`src/rtl/gpio_bus_arbiter_pkg.sv`:
```
// rtl/gpio_bus_arbiter_pkg.sv - shared types and constants for the gpio bus arbiter
// Purpose: FSM state encoding and the default read data returned on a timeout completion.
// Ports: none (package).
package gpio_bus_arbiter_pkg;

  typedef enum logic {
    ST_IDLE = 1'b0,
    ST_BUSY = 1'b1
  } arb_state_t;

  localparam logic [31:0] ERR_DATA_DEFAULT = 32'hDEAD_BEEF;

endpackage

```
`src/rtl/gpio_bus_arbiter_if.sv`:
```
// rtl/gpio_bus_arbiter_if.sv - requester and slave bus bundle for the gpio bus arbiter
// Purpose: groups the requester-side (req_*) and slave-side (m_*) signals plus grant/busy status.
// Ports (modport master = arbiter view):
//   in : req_valid[NREQ], req_addr[32*NREQ], req_wstrb[NREQ], req_wdata[32*NREQ], m_rdata[32], m_ready
//   out: req_ready[NREQ], req_rdata[32], req_err, m_valid, m_addr[32], m_wstrb, m_wdata[32],
//        grant[NREQ], busy
//   modport slave is the mirror image, used by the environment around the arbiter.
interface gpio_bus_arbiter_if #(
  parameter int NREQ = 2
);
  logic [NREQ-1:0]      req_valid;
  logic [32*NREQ-1:0]   req_addr;
  logic [NREQ-1:0]      req_wstrb;
  logic [32*NREQ-1:0]   req_wdata;
  logic [NREQ-1:0]      req_ready;
  logic [31:0]          req_rdata;
  logic                 req_err;
  logic                 m_valid;
  logic [31:0]          m_addr;
  logic                 m_wstrb;
  logic [31:0]          m_wdata;
  logic [31:0]          m_rdata;
  logic                 m_ready;
  logic [NREQ-1:0]      grant;
  logic                 busy;

  modport master (
    input  req_valid, req_addr, req_wstrb, req_wdata, m_rdata, m_ready,
    output req_ready, req_rdata, req_err, m_valid, m_addr, m_wstrb, m_wdata, grant, busy
  );

  modport slave (
    output req_valid, req_addr, req_wstrb, req_wdata, m_rdata, m_ready,
    input  req_ready, req_rdata, req_err, m_valid, m_addr, m_wstrb, m_wdata, grant, busy
  );
endinterface

```
`src/rtl/gpio_bus_arbiter_rr_pick.sv`:
```
// rtl/gpio_bus_arbiter_rr_pick.sv - combinational round-robin picker
// Purpose: finds the first asserted request searching last+1, last+2, ... (mod NREQ).
// Ports:
//   req  in  NREQ  request vector
//   last in  IW    index granted most recently
//   any  out 1     at least one request asserted
//   idx  out IW    winning index (0 when any is low)
module rr_pick #(
  parameter int NREQ = 2,
  localparam int IW = $clog2(NREQ)
) (
  input  logic [NREQ-1:0] req,
  input  logic [IW-1:0]   last,
  output logic            any,
  output logic [IW-1:0]   idx
);

  logic [IW-1:0] cand;

  // Walk from the farthest candidate to the nearest so the nearest asserted
  // request after 'last' is the one left standing.
  always_comb begin
    any  = 1'b0;
    idx  = '0;
    cand = '0;
    for (int k = NREQ; k >= 1; k--) begin
      cand = IW'((int'(last) + k) % NREQ);
      if (req[cand]) begin
        any = 1'b1;
        idx = cand;
      end
    end
  end

endmodule

```
`src/rtl/gpio_bus_arbiter.sv`:
```
// rtl/gpio_bus_arbiter.sv - round-robin arbiter sharing one iomem-style gpio slave
// Purpose: latches the round-robin winner's request, drives it to the slave until m_ready or
//   timeout, and returns the completion pulse/data to the granted requester only.
// Ports:
//   clk     in  clock, rising edge
//   resetn  in  synchronous active-low reset
//   bus     gpio_bus_arbiter_if.master: req_* requester side, m_* slave side, grant, busy
module gpio_bus_arbiter
  import gpio_bus_arbiter_pkg::*;
#(
  parameter int          NREQ     = 2,
  parameter int          TIMEOUT  = 16,
  parameter logic [31:0] ERR_DATA = ERR_DATA_DEFAULT
) (
  input  logic                 clk,
  input  logic                 resetn,
  gpio_bus_arbiter_if.master   bus
);

  localparam int IW = $clog2(NREQ);
  localparam int TW = $clog2(TIMEOUT);

  arb_state_t      state, state_nxt;
  logic [IW-1:0]   owner;
  logic [IW-1:0]   last_grant;
  logic [TW-1:0]   timer;
  logic [NREQ-1:0] grant_q;
  logic [31:0]     addr_q;
  logic [31:0]     wdata_q;
  logic            wstrb_q;
  logic            pick_any;
  logic [IW-1:0]   pick_idx;
  logic            done;
  logic            timed_out;

  rr_pick #(.NREQ(NREQ)) u_pick (
    .req  (bus.req_valid),
    .last (last_grant),
    .any  (pick_any),
    .idx  (pick_idx)
  );

  always_ff @(posedge clk) begin
    if (!resetn) begin
      state      <= ST_IDLE;
      owner      <= '0;
      last_grant <= IW'(NREQ - 1);
      timer      <= '0;
      grant_q    <= '0;
      addr_q     <= '0;
      wdata_q    <= '0;
      wstrb_q    <= 1'b0;
    end else begin
      state <= state_nxt;
      if (state == ST_IDLE) begin
        if (pick_any) begin
          owner   <= pick_idx;
          grant_q <= NREQ'(1) << pick_idx;
          addr_q  <= bus.req_addr[32*pick_idx +: 32];
          wdata_q <= bus.req_wdata[32*pick_idx +: 32];
          wstrb_q <= bus.req_wstrb[pick_idx];
          timer   <= '0;
        end
      end else if (done) begin
        grant_q    <= '0;
        last_grant <= owner;
      end else begin
        timer <= timer + 1'b1;
      end
    end
  end

  // A slave response in the final timer cycle still counts as a normal completion.
  always_comb begin
    state_nxt     = state;
    done          = 1'b0;
    timed_out     = 1'b0;
    bus.req_ready = '0;
    bus.req_rdata = '0;
    bus.req_err   = 1'b0;
    case (state)
      ST_IDLE: begin
        if (pick_any) state_nxt = ST_BUSY;
      end
      ST_BUSY: begin
        timed_out = !bus.m_ready && (timer == TW'(TIMEOUT - 1));
        done      = bus.m_ready || timed_out;
        if (done) begin
          state_nxt     = ST_IDLE;
          bus.req_ready = NREQ'(1) << owner;
          bus.req_rdata = timed_out ? ERR_DATA : bus.m_rdata;
          bus.req_err   = timed_out;
        end
      end
      default: state_nxt = ST_IDLE;
    endcase
  end

  assign bus.m_valid = (state == ST_BUSY);
  assign bus.busy    = (state == ST_BUSY);
  assign bus.grant   = grant_q;
  assign bus.m_addr  = addr_q;
  assign bus.m_wdata = wdata_q;
  assign bus.m_wstrb = wstrb_q;

endmodule

```
`src/flat_wrapper.sv`:
```
// flat-port wrapper written by rule: the top's interface ports become plain ports
module gpio_bus_arbiter_flat import gpio_bus_arbiter_pkg::*;
#(
  parameter int          NREQ     = 2,
  parameter int          TIMEOUT  = 16,
  parameter logic [31:0] ERR_DATA = ERR_DATA_DEFAULT
)
  (clk, resetn, bus_req_valid, bus_req_addr, bus_req_wstrb, bus_req_wdata, bus_m_rdata, bus_m_ready, bus_req_ready, bus_req_rdata, bus_req_err, bus_m_valid, bus_m_addr, bus_m_wstrb, bus_m_wdata, bus_grant, bus_busy);
  gpio_bus_arbiter_if #(.NREQ(NREQ)) bus_i ();
  input  logic clk;
  input  logic resetn;
  input wire logic [$bits(bus_i.req_valid)-1:0] bus_req_valid;
  input wire logic [$bits(bus_i.req_addr)-1:0] bus_req_addr;
  input wire logic [$bits(bus_i.req_wstrb)-1:0] bus_req_wstrb;
  input wire logic [$bits(bus_i.req_wdata)-1:0] bus_req_wdata;
  input wire logic [$bits(bus_i.m_rdata)-1:0] bus_m_rdata;
  input wire logic [$bits(bus_i.m_ready)-1:0] bus_m_ready;
  output wire logic [$bits(bus_i.req_ready)-1:0] bus_req_ready;
  output wire logic [$bits(bus_i.req_rdata)-1:0] bus_req_rdata;
  output wire logic [$bits(bus_i.req_err)-1:0] bus_req_err;
  output wire logic [$bits(bus_i.m_valid)-1:0] bus_m_valid;
  output wire logic [$bits(bus_i.m_addr)-1:0] bus_m_addr;
  output wire logic [$bits(bus_i.m_wstrb)-1:0] bus_m_wstrb;
  output wire logic [$bits(bus_i.m_wdata)-1:0] bus_m_wdata;
  output wire logic [$bits(bus_i.grant)-1:0] bus_grant;
  output wire logic [$bits(bus_i.busy)-1:0] bus_busy;
  assign bus_i.req_valid = bus_req_valid;
  assign bus_i.req_addr = bus_req_addr;
  assign bus_i.req_wstrb = bus_req_wstrb;
  assign bus_i.req_wdata = bus_req_wdata;
  assign bus_i.m_rdata = bus_m_rdata;
  assign bus_i.m_ready = bus_m_ready;
  assign bus_req_ready = bus_i.req_ready;
  assign bus_req_rdata = bus_i.req_rdata;
  assign bus_req_err = bus_i.req_err;
  assign bus_m_valid = bus_i.m_valid;
  assign bus_m_addr = bus_i.m_addr;
  assign bus_m_wstrb = bus_i.m_wstrb;
  assign bus_m_wdata = bus_i.m_wdata;
  assign bus_grant = bus_i.grant;
  assign bus_busy = bus_i.busy;
  gpio_bus_arbiter #(.NREQ(NREQ), .TIMEOUT(TIMEOUT), .ERR_DATA(ERR_DATA)) u_core (.clk(clk), .resetn(resetn), .bus(bus_i));
endmodule
```
`config.mk`:
```
export PLATFORM = sky130hd
export DESIGN_NAME = gpio_bus_arbiter_flat
export DESIGN_NICKNAME = d
export VERILOG_FILES = /design/src/rtl/gpio_bus_arbiter_pkg.sv /design/src/rtl/gpio_bus_arbiter_if.sv /design/src/rtl/gpio_bus_arbiter_rr_pick.sv /design/src/rtl/gpio_bus_arbiter.sv /design/src/flat_wrapper.sv
export SDC_FILE = /design/constraint.sdc
export NUM_CORES = 1
export LEC_CHECK = 0
export ABC_AREA = 1
export CAP_MARGIN = 20
export CORE_ASPECT_RATIO = 0.9
export CORE_MARGIN = 3
export CORE_UTILIZATION = 31
export DETAILED_ROUTE_END_ITERATION = 10
export PLACE_DENSITY_LB_ADDON = 0.12
export SYNTH_ARGS = -nofsm -noshare
export SYNTH_HDL_FRONTEND = slang
export SYNTH_HIERARCHICAL = 1
export SYNTH_SLANG_ARGS = --single-unit
```
`constraint.sdc`:
```
create_clock -name clk -period 1.6 [get_ports clk]
set_clock_uncertainty 0.15 [all_clocks]
set_input_delay 0.48 -clock clk [delete_from_list [all_inputs] [get_ports clk]]
set_output_delay 0.48 -clock clk [all_outputs]
set_load 0.005 [all_outputs]
```
==> flow_summary.rst <==
.. list-table::
   :header-rows: 1

   * - Metric
     - Value
   * - Outcome
     - finished with violations
   * - Failing checks
     - setup timing
   * - Setup Crit Path Kind
     - reg -> out
   * - PwrDens
     - between 700 and 800 nW/um^2
   * - Routability congestion estimate from global placement
     - between 0.8 and 0.9
   * - Count of boundary I/O pins
     - roughly 270
   * - Share of the clock period used by the worst path
     - 133%
   * - Leakage component of the power
     - between 3 and 4 nW
   * - Max-slew violation count
     - 0
   * - Wire length per cell
     - 18.5 um
   * - DRC violation count after routing
     - 0
   * - Worst-Skew Late Latency
     - around 0.34 ns
   * - Largest incremental delay on the critical path
     - 0.35 ns
   * - Chip Width
     - between 100 and 150 um
   * - Final Setup Violations
     - just over 100
   * - Cell with the most instances after synthesis
     - a21oi_1
   * - Worst Setup End Kind
     - output pin
   * - Avg Cell Area, Syn
     - about 6.5 um^2
   * - Final Cell Area
     - 8800 um^2
   * - Area growth, synth to finish
     - 143%
   * - Cell-internal power
     - between 0.004 and 0.005 W
   * - Part of the power in combinational logic
     - roughly 37%
   * - Initial core utilization
     - 32.5%
   * - Max-slew headroom at the worst pin
     - ~83%
   * - Max Clock Freq
     - around 470 MHz
   * - DIE AREA
     - 13,000 um^2
   * - Reg2Reg Setup Slack
     - -0.23 ns
   * - Height of the die
     - 108 um
   * - Most common cell type on the critical path
     - nand2_8
   * - Maximum clock insertion buffer count
     - 2
   * - Syn nets
     - roughly 720
   * - Sequential share of power
     - 31.0%
   * - Worst setup margin
     - -0.524 ns
   * - Critical path fanouts, max
     - 7
   * - IO Port Bufs
     - between 200 and 300
   * - Total clock buffers created by CTS
     - 9
   * - Remaining global-route overflow
     - 0
   * - Total number of yosys warnings
     - 6
   * - GRT Total Usage
     - 28.1%
   * - Max-cap violations
     - 0
   * - Primary FF master, synth
     - dfxtp_1
   * - Final hold violations
     - 0
   * - Power consumption
     - 0.00672 W
   * - Fraction of synthesis flops using an asynchronous set or reset pin
     - 0%
   * - Setup_tns
     - -23.16 ns
   * - Post-synthesis instance area
     - roughly 3600 um^2
   * - # diodes
     - 0
   * - Proportion of netlist area held by the largest area contributor
     - roughly two fifths
   * - Number of antenna violations at the first check in global routing
     - 0
   * - First-pass GRT wire length
     - about 28,000 um
   * - Post-place instance area
     - 6750 um^2
   * - TritonCTS clock tree
     - built
   * - Number of vias per cell
     - around 4.8
   * - Layout cell share with drive strength beyond 1
     - about two fifths
   * - Gate count after technology mapping
     - about 550
   * - Number of register bits inferred by synthesis
     - 74
   * - Dpl hpwl
     - about 10,000 um
   * - Crit path time final
     - approximately 2.1 ns
   * - Setup crit start kind
     - flop
   * - Num Clock Sinks
     - 74
   * - Leading post-synthesis cells by instance count
     - 136 x a21oi_1, 129 x nor2_1, 79 x inv_1, 74 x dfxtp_1, 74 x nand2_1
   * - Post-placement setup slack
     - -1.06 ns
   * - Sequential-to-total area share from yosys stat
     - around 41%
   * - Sw Pwr
     - a little over 0.002 W
   * - CP Buf/Inv Count
     - 2
   * - Cell with the largest stage delay on the worst path
     - dfxtp_2
   * - Arrival time of data at the critical path endpoint
     - around 1.5 ns
   * - Antenna viol nets, final
     - 0
   * - Via count of the first global-routing pass
     - between 5,000 and 6,000
   * - Hold-fix buffers at CTS
     - 0
   * - Via Count
     - ~5,000
   * - Top area cells in the synthesized netlist
     - dfxtp_1 41%, a21oi_1 19%, nor2_1 13%, inv_1 8.2%, nand2_1 7.7%
   * - Max VDD drop
     - 721 uV
   * - Total number of placement rows
     - 36
   * - Net count of the finished layout
     - between 1,000 and 1,500
   * - Clock transition time at the flip-flop clock pins of the worst setup and hold paths
     - roughly 0.060 ns
   * - Post-synth EDFFs
     - 0
   * - Clock root buffer
     - clkbuf_16
   * - Placeable core region
     - around 11,000 um^2
   * - Cell taking the most area after synthesis
     - dfxtp_1
   * - Critical Path, Cell by Cell
     - ha_4, nand3_4, nand2_8, buf_6, nand2_8, nor2_2, buf_2
   * - Drt pass-1 iters
     - 4
   * - Critical path's top delay family
     - simple AND/OR/NAND/NOR gates
   * - Worst min-delay path class
     - reg -> reg
   * - Required arrival time at the worst endpoint
     - about 0.97 ns
   * - Maximum number of pins on one net before global-route repair
     - 34
   * - Unrepaired setup endpoints after global routing
     - true
   * - Net switching share of the total power
     - about 30%
   * - Detailed Route WL
     - a little under 20,000 um
   * - DRT iter0 DRCs
     - approximately 290
   * - Portion of total power attributed to the clock network
     - approximately a third
   * - Max H-tree Level
     - 3
   * - Worst Tran Pin Value
     - around 0.25 ns
   * - Number of distinct library cells after synthesis
     - 18
## cells in the final DEF (no fill, tap or decap), drive strengths merged, types with 3 or more instances in the layout
cell           Yosys  final
nand2             75     78
nand4              4      4
clkdlybuf4s50      0    155
o21ai              3      3
buf               25    121
clkdlybuf4s15      0     14
inv               85     85
dfxtp             74     74
nand3              8      8
a21oi            136    136
dlygate4sd2        0     62
nor2             132    132
clkbuf             9     17
## routing by layer
| metal | wire length (um) | global-route usage (%) | share of wire (%) |
|---|---|---|---|
| met1 | 7160 | 31.7 | 37 |
| met2 | 10000 | 49.5 | 52 |
| met3 | 1820 | 9.88 | 9.4 |
| met4 | 412 | 9.89 | 2.1 |
| met5 | 0 | 0 | 0 |
## cells by family (layout without fill, tap and decap cells)
group,after synthesis,after routing,share of synthesized area [%]
AO/OA/AOI/OAI,139,139,19.2
adder cells (fa/ha/maj),1,1,0.346
buffers and inverters,119,459,15.3
flip-flops,74,74,41.0
AND/OR/NAND/NOR,220,223,24.2
## layout make-up
class | count | area, um^2
flip-flops and latches | 74 | 1490
repair buffers | 358 | 3840
clock buffers | 12 | 256
multi-input cells | 363 | 2640
fillers | 735 | 2330
clock inverters | 4 | 50.0
well taps | 152 | 190
inverters | 85 | 329
## through the flow
| stage | instances | hold WS [ns] | util (%) |
|---|---|---|---|
| after floorplan | 553 | 0.279 | - |
| after global placement | 965 | 0.307 | 60.6 |
| after detailed placement | 965 | 0.312 | 60.6 |
| after CTS | 1042 | 0.340 | 73.9 |
| after global routing | 1048 | 0.372 | 79.1 |
| final | 1048 | 0.353 | 79.1 |
## worst register-to-register path, delay by kind of cell (launching register included)
family	cells	cell delay, ns
AND/OR/NAND/NOR	2	0.24
AO/OA/AOI/OAI	2	0.22
flip-flops	1	0.35
buffers and inverters	6	0.76
## path summary, 6_finish.rpt
kind,cells after the start,start,end
hold reg to reg,2,u_core/bus.grant[1],u_core/bus.grant[1]
setup / recovery,7,u_core/timer[1],bus_req_ready[0]
setup reg to reg,10,u_core/bus.busy,u_core/bus.m_wdata[8]
hold / removal,2,u_core/bus.grant[1],u_core/bus.grant[1]
## sequential cells by signal (all words and copies together) (netlist names)
| name | cells |
|---|---|
| u_core/bus.m_wdata | 32 |
| u_core/last_grant | 1 |
| u_core/bus.m_addr | 32 |
| u_core/bus.busy | 1 |
| u_core/timer | 4 |
| u_core/owner | 1 |
| u_core/bus.m_wstrb | 1 |
| u_core/bus.grant | 2 |
## power groups by stage
stage	Combinational (W)	Sequential (W)	Clock (W)
3_3_place_gp	0.00156	0.00211	0
2_1_floorplan	0.000631	0.00213	0
4_1_cts	0.00223	0.00208	0.00213
5_1_grt	0.00265	0.00210	0.00221
3_5_place_dp	0.00159	0.00212	0
6_report	0.00251	0.00208	0.00212
## timing repair
item	in CTS	in global routing
gates cloned	25	1
setup endpoints to repair	173	122
setup buffers	39	11
pin swaps	40	67
gates resized for setup	348	179
Note: power is estimated with default switching activity, not from simulation.
